==> config.mk <==
export PLATFORM = sky130hd
export DESIGN_NAME = texture_fetch
export DESIGN_NICKNAME = d
export VERILOG_FILES = /design/src/rtl/texture_fetch.sv
export SDC_FILE = /design/constraint.sdc
export NUM_CORES = 1
export LEC_CHECK = 0
export CAP_MARGIN = 30
export CORE_ASPECT_RATIO = 1.25
export CORE_MARGIN = 2
export CORE_UTILIZATION = 30
export DETAILED_ROUTE_END_ITERATION = 10
export HOLD_SLACK_MARGIN = 0.08
export PLACE_DENSITY = 0.72
export SLEW_MARGIN = 20
export SYNTH_ARGS = -nofsm -noshare
export SYNTH_HDL_FRONTEND = slang
export SYNTH_SLANG_ARGS = --single-unit
==> constraint.sdc <==
create_clock -name clk -period 1.9 [get_ports clk]
set_input_delay 0.475 -clock clk [delete_from_list [all_inputs] [get_ports clk]]
set_output_delay 0.475 -clock clk [all_outputs]
set_load 0.05 [all_outputs]
==> src/rtl/texture_fetch.sv <==
// Texture memory front-end: rasterizer texel reads and byte-stream
// texture loading over one single-port synchronous SRAM.
module texture_fetch #(
    parameter int TEX_DIM       = 128,
    parameter int BYTES_PER_TEX = 2048,
    parameter int ADDR_W        = 12
) (
    input  logic                        clk,
    input  logic                        reset,
    input  logic [$clog2(TEX_DIM)-1:0]  u_addr,
    input  logic [$clog2(TEX_DIM)-1:0]  v_addr,
    input  logic                        tex_sel,
    input  logic                        rd_en,
    output logic                        texel0,
    output logic                        texel1,
    input  logic                        load_start,
    input  logic                        load_tex,
    input  logic                        in_valid,
    input  logic [7:0]                  in_data,
    output logic                        in_ready,
    output logic                        load_busy,
    output logic                        load_done,
    output logic                        sram_cen,
    output logic                        sram_wen,
    output logic [ADDR_W-1:0]           sram_addr,
    output logic [7:0]                  sram_din,
    input  logic [7:0]                  sram_dout
);

    localparam int PTR_W = ADDR_W - 1;
    localparam logic [PTR_W-1:0] LAST_PTR = PTR_W'(BYTES_PER_TEX - 1);

    typedef enum logic {
        SERVE = 1'b0,
        LOAD  = 1'b1
    } state_t;

    state_t           state_q, state_d;
    logic [PTR_W-1:0] wr_ptr_q, wr_ptr_d;
    logic             slot_reg_q, slot_reg_d;
    logic             done_q, done_d;
    logic [2:0]       bit_q;
    logic             slot_q;
    logic             vld_q;
    logic             t;

    // Loader state, write pointer, target slot and done pulse.
    always_ff @(posedge clk or posedge reset) begin
        if (reset) begin
            state_q    <= SERVE;
            wr_ptr_q   <= '0;
            slot_reg_q <= 1'b0;
            done_q     <= 1'b0;
        end else begin
            state_q    <= state_d;
            wr_ptr_q   <= wr_ptr_d;
            slot_reg_q <= slot_reg_d;
            done_q     <= done_d;
        end
    end

    // Read pipeline: remember which bit/slot the SRAM byte belongs to.
    always_ff @(posedge clk or posedge reset) begin
        if (reset) begin
            bit_q  <= 3'd0;
            slot_q <= 1'b0;
            vld_q  <= 1'b0;
        end else begin
            bit_q  <= u_addr[2:0];
            slot_q <= tex_sel;
            vld_q  <= rd_en & (state_q == SERVE);
        end
    end

    // Next-state: enter LOAD on start, leave after the final byte is written.
    always_comb begin
        state_d    = state_q;
        wr_ptr_d   = wr_ptr_q;
        slot_reg_d = slot_reg_q;
        done_d     = 1'b0;
        case (state_q)
            SERVE: begin
                if (load_start) begin
                    state_d    = LOAD;
                    slot_reg_d = load_tex;
                    wr_ptr_d   = '0;
                end
            end
            LOAD: begin
                if (in_valid) begin
                    wr_ptr_d = wr_ptr_q + 1'b1;
                    if (wr_ptr_q == LAST_PTR) begin
                        state_d = SERVE;
                        done_d  = 1'b1;
                    end
                end
            end
            default: state_d = SERVE;
        endcase
    end

    // SRAM port mux: rasterizer reads in SERVE, stream writes in LOAD.
    always_comb begin
        sram_cen  = 1'b1;
        sram_wen  = 1'b1;
        sram_addr = '0;
        sram_din  = 8'h00;
        in_ready  = 1'b0;
        load_busy = 1'b0;
        if (!reset) begin
            case (state_q)
                SERVE: begin
                    if (rd_en) begin
                        sram_cen  = 1'b0;
                        sram_addr = {tex_sel, v_addr, u_addr[6:3]};
                    end
                end
                LOAD: begin
                    in_ready  = 1'b1;
                    load_busy = 1'b1;
                    if (in_valid) begin
                        sram_cen  = 1'b0;
                        sram_wen  = 1'b0;
                        sram_addr = {slot_reg_q, wr_ptr_q};
                        sram_din  = in_data;
                    end
                end
                default: ;
            endcase
        end
    end

    assign t         = sram_dout[bit_q] & vld_q;
    assign texel0    = t & ~slot_q;
    assign texel1    = t & slot_q;
    assign load_done = done_q;

endmodule

==> impl_metrics.xml <==
<?xml version="1.0" encoding="UTF-8"?>
<metrics>
  <group name="floorplan">
    <metric name="num_rows" unit="">24</metric>
    <metric name="start_util" unit="%">31.07</metric>
    <metric name="io-pin-count" unit="">64</metric>
    <metric name="chipWidth" unit="um">57.72</metric>
    <metric name="fp.coreArea" unit="um2">3483</metric>
    <metric name="floorplan.die_area" unit="um2">4107</metric>
    <metric name="fp.dieH" unit="um">71.16</metric>
  </group>
  <group name="worst_setup_path">
    <metric name="arrival" unit="ns">1.59</metric>
    <metric name="worstSetupPathType" unit="">reg -&gt; out</metric>
    <metric name="crit_chain" unit="">mux2_4, o311a_1, and4b_1, buf_6</metric>
    <metric name="critPathMaxStageDelay" unit="ns">0.40</metric>
    <metric name="cp-start-kind" unit="">flop</metric>
    <metric name="critical_path.max_fanout" unit="">2</metric>
    <metric name="critPathRequiredTime" unit="ns">1.42</metric>
    <metric name="timing.critical_path.buf_inv" unit="">1</metric>
    <metric name="crit_path_top_delay_cell" unit="">sky130_fd_sc_hd__dfrtp_1</metric>
    <metric name="timing.critical_path.max_delay_family" unit="">flip-flops</metric>
    <metric name="worst_setup_path_end_kind" unit="">primary output</metric>
  </group>
  <group name="route">
    <metric name="vias" unit="">1210</metric>
    <metric name="route.antenna.remaining_nets" unit="">0</metric>
    <metric name="routed_wl" unit="mm">3.509</metric>
    <metric name="via_per_inst" unit="">5.284</metric>
    <metric name="drt_first_iter_violations" unit="">16</metric>
    <metric name="remaining_drc_errors" unit="">0</metric>
    <metric name="routed_wl_per_cell" unit="um">15.32</metric>
    <metric name="drt_pass1_iterations" unit="">4</metric>
  </group>
  <group name="placed_design">
    <metric name="place_congestion" unit="">0.7649</metric>
    <metric name="post-place-cells" unit="">219</metric>
    <metric name="place_area" unit="um2">2038</metric>
    <metric name="detailed_place_hpwl" unit="mm">2.611</metric>
    <metric name="numPortBuffers" unit="">63</metric>
  </group>
  <group name="grt">
    <metric name="maximum_number_of_pins_on_one_net_before_global_route_repair" unit="">20</metric>
    <metric name="grtUsageTotal" unit="%">17.73</metric>
    <metric name="first_pass_grt_wire_length" unit="mm">5.664</metric>
    <metric name="via_count_of_the_first_global_routing_pass" unit="">1226</metric>
    <metric name="antenna_found_initial" unit="">0</metric>
    <metric name="globalRouteOverflowTotal" unit="">0</metric>
  </group>
  <group name="yosys">
    <metric name="ys.warnings.count" unit="">0</metric>
    <metric name="postSynth.asyncResetShare" unit="%">100.0</metric>
    <metric name="synth.area.top_cells" unit="">sky130_fd_sc_hd__dfrtp_1 (44%), sky130_fd_sc_hd__a22o_1 (8.9%), sky130_fd_sc_hd__mux2i_1 (7.4%), sky130_fd_sc_hd__and3_1 (4.6%), sky130_fd_sc_hd__nand3_1 (3.7%)</metric>
    <metric name="syn_nets" unit="">150</metric>
    <metric name="synth_largest_type_area_fraction" unit="%">43.93</metric>
    <metric name="post_synth.cell_area_avg" unit="um2">9.663</metric>
    <metric name="count_of_state_elements_after_synthesis" unit="">19</metric>
    <metric name="synthMostInstantiatedCell" unit="">sky130_fd_sc_hd__dfrtp_1</metric>
    <metric name="synth_enable_flop_cells" unit="">0</metric>
    <metric name="yosys_most_used_dff" unit="">sky130_fd_sc_hd__dfrtp_1</metric>
    <metric name="post_synth_most_frequent_cells" unit="">sky130_fd_sc_hd__dfrtp_1 (19), sky130_fd_sc_hd__a22o_1 (11), sky130_fd_sc_hd__nand2_1 (10)</metric>
    <metric name="netlist_area" unit="um2">1082</metric>
    <metric name="synth_top_area_cell" unit="">sky130_fd_sc_hd__dfrtp_1</metric>
    <metric name="synth.yosys.seq_area_share" unit="%">43.93</metric>
    <metric name="syn-instance-count" unit="">112</metric>
    <metric name="post_synth_num_cell_types" unit="">30</metric>
  </group>
  <group name="timing">
    <metric name="max_slew_margin" unit="%">82.39</metric>
    <metric name="setup_ws" unit="ns">-0.1694</metric>
    <metric name="final-max-slew-violation-count" unit="">0</metric>
    <metric name="finalHoldViolCount" unit="">0</metric>
    <metric name="final.setup.tns" unit="ns">-0.3075</metric>
    <metric name="timing.fmax" unit="MHz">483.2</metric>
    <metric name="worst-slew-pin-transition" unit="ns">0.2641</metric>
    <metric name="rsz0062_at_grt" unit="">true</metric>
    <metric name="worst_clock_skew" unit="ns">0.003028</metric>
    <metric name="final-setup-viol-count" unit="">2</metric>
    <metric name="fin_crit_sh" unit="%">108.9</metric>
    <metric name="finalWorstPathRequiredPeriod" unit="ns">2.069</metric>
  </group>
  <group name="clocking">
    <metric name="clkSlewWorstSetupHoldPaths" unit="ns">0.07</metric>
    <metric name="cts_tree" unit="">done</metric>
    <metric name="clockBufferDepth" unit="">2</metric>
    <metric name="clock_sink_count" unit="">19</metric>
    <metric name="htree_levels" unit="">1</metric>
    <metric name="numCtsBuffers" unit="">3</metric>
    <metric name="clock-root-buffer" unit="">sky130_fd_sc_hd__clkbuf_8</metric>
    <metric name="insertion_delay" unit="ns">0.25</metric>
  </group>
  <group name="layout">
    <metric name="drive_gt1_share" unit="%">40.53</metric>
    <metric name="diodes" unit="">0</metric>
    <metric name="finish.instance_area" unit="um2">2198</metric>
    <metric name="layoutNonFillerInstCount" unit="">229</metric>
    <metric name="multi_input_area" unit="um2">719.4</metric>
    <metric name="num-fill-cells" unit="">276</metric>
    <metric name="seq_area" unit="um2">476.7</metric>
    <metric name="area_growth" unit="%">103.1</metric>
    <metric name="design.final.nets" unit="">229</metric>
  </group>
  <group name="power_and_ir_drop">
    <metric name="ir_drop" unit="mV">0.4605</metric>
    <metric name="leakage" unit="nW">1.024</metric>
    <metric name="cellPowerDensity" unit="nW/um2">567.9</metric>
  </group>
  <group name="hold_path">
    <metric name="worst_hold_path_type" unit="">in -&gt; async</metric>
  </group>
  <group name="status">
    <metric name="failed_checks" unit="">negative setup slack</metric>
    <metric name="run_status" unit="">complete, but fails checks</metric>
  </group>
  <group name="job">
    <metric name="number_of_maximum_capacitance_constraint_violations" unit="">0</metric>
  </group>
</metrics>
per-stage QoR:
step	power, mW	worst slack (ns)	utilization [%]	hold WS, ns
2_1_floorplan	0.7416	-0.1308	-	0.3466
3_3_place_gp	0.9410	-0.3868	58.51	0.5082
3_5_place_dp	0.9636	-0.4080	58.51	0.4942
4_1_cts	1.250	-0.2145	62.68	0.4734
5_1_grt	1.300	-0.2256	63.11	0.5265
6_report	1.248	-0.1694	63.11	0.4871
flip-flops by register name (all words and copies together) (netlist names):
name        count
bit_q           3
state_q         1
wr_ptr_q       11
load_done       1
slot_q          1
vld_q           1
slot_reg_q      1
logic make-up (layout without fill, tap and decap cells):
logic type	after synthesis	in the layout	share of synthesized area [%]
compound gates	24	24	16.19
fa+ha+maj	1	1	1.156
buf+inv	9	86	3.931
flops	19	19	43.93
mux	10	10	9.826
simple gates	49	50	24.97
what timing repair did:
| item | in CTS | in global routing |
|---|---|---|
| resized for setup | 28 | 9 |
| cloned | 1 | 0 |
| hold endpoints to repair | 0 | 0 |
| buffers inserted | 5 | 1 |
| endpoints found under the setup margin | 26 | 20 |
| hold buffers | 0 | 0 |
| pin swaps | 10 | 8 |
routing by layer:
metal / part of all wire, % / vias to the layer above / track usage, %
met3: 7.7 / 6 / 3.473
met4: 2.2 / 0 / 9.302
met1: 37 / 573 / 19.65
li1: - / 569 / -
met5: 0 / - / 0
met2: 53 / 62 / 31.31
worst min-delay path, delay by kind of cell:
family	cells	cell delay, ns
buf+inv	4	0.64
layout by cell type, fill, tap and decap left out, types with 3 or more instances in the layout:
cell type / n
sky130_fd_sc_hd__buf_12: 16
sky130_fd_sc_hd__and3_1: 8
sky130_fd_sc_hd__o21ai_0: 6
sky130_fd_sc_hd__a22o_4: 10
sky130_fd_sc_hd__nand3_1: 8
sky130_fd_sc_hd__and2_4: 3
sky130_fd_sc_hd__dfrtp_1: 18
sky130_fd_sc_hd__buf_6: 6
sky130_fd_sc_hd__mux2i_1: 8
sky130_fd_sc_hd__clkbuf_8: 3
sky130_fd_sc_hd__clkdlybuf4s50_1: 29
sky130_fd_sc_hd__and2_1: 3
sky130_fd_sc_hd__nor2_1: 3
sky130_fd_sc_hd__buf_4: 21
sky130_fd_sc_hd__nand2_1: 8
sky130_fd_sc_hd__clkdlybuf4s15_1: 3
cell type report:
| class | instances | area share (%) |
|---|---|---|
| timing repair buffer | 79 | 40.64 |
| multi-input combinational | 85 | 32.73 |
| inverter | 3 | 0.6830 |
| tap | 39 | 2.220 |
| sequential | 19 | 21.68 |
| clock buffer | 4 | 2.049 |
path summary, 6_finish.rpt:
path / end / slack (ns) / depth (start not counted) / startpoint
min in group clk: wr_ptr_q[9] / 0.52 / 1 / wr_ptr_q[9]
min reg2reg: wr_ptr_q[9] / 0.52 / 1 / wr_ptr_q[9]
min: bit_q[0] / 0.49 / 4 / reset
max: texel0 / -0.17 / 4 / bit_q[0]
max reg2reg: wr_ptr_q[10] / 0.41 / 5 / wr_ptr_q[0]
max in group asynchronous: state_q / 1.20 / 4 / reset
power breakdown:
group	switching, mW	internal [mW]
Combinational	0.204	0.227
Sequential	0.0840	0.454
Clock	0.130	0.149
Total	0.418	0.830
Power figures use the tool's default switching activity.
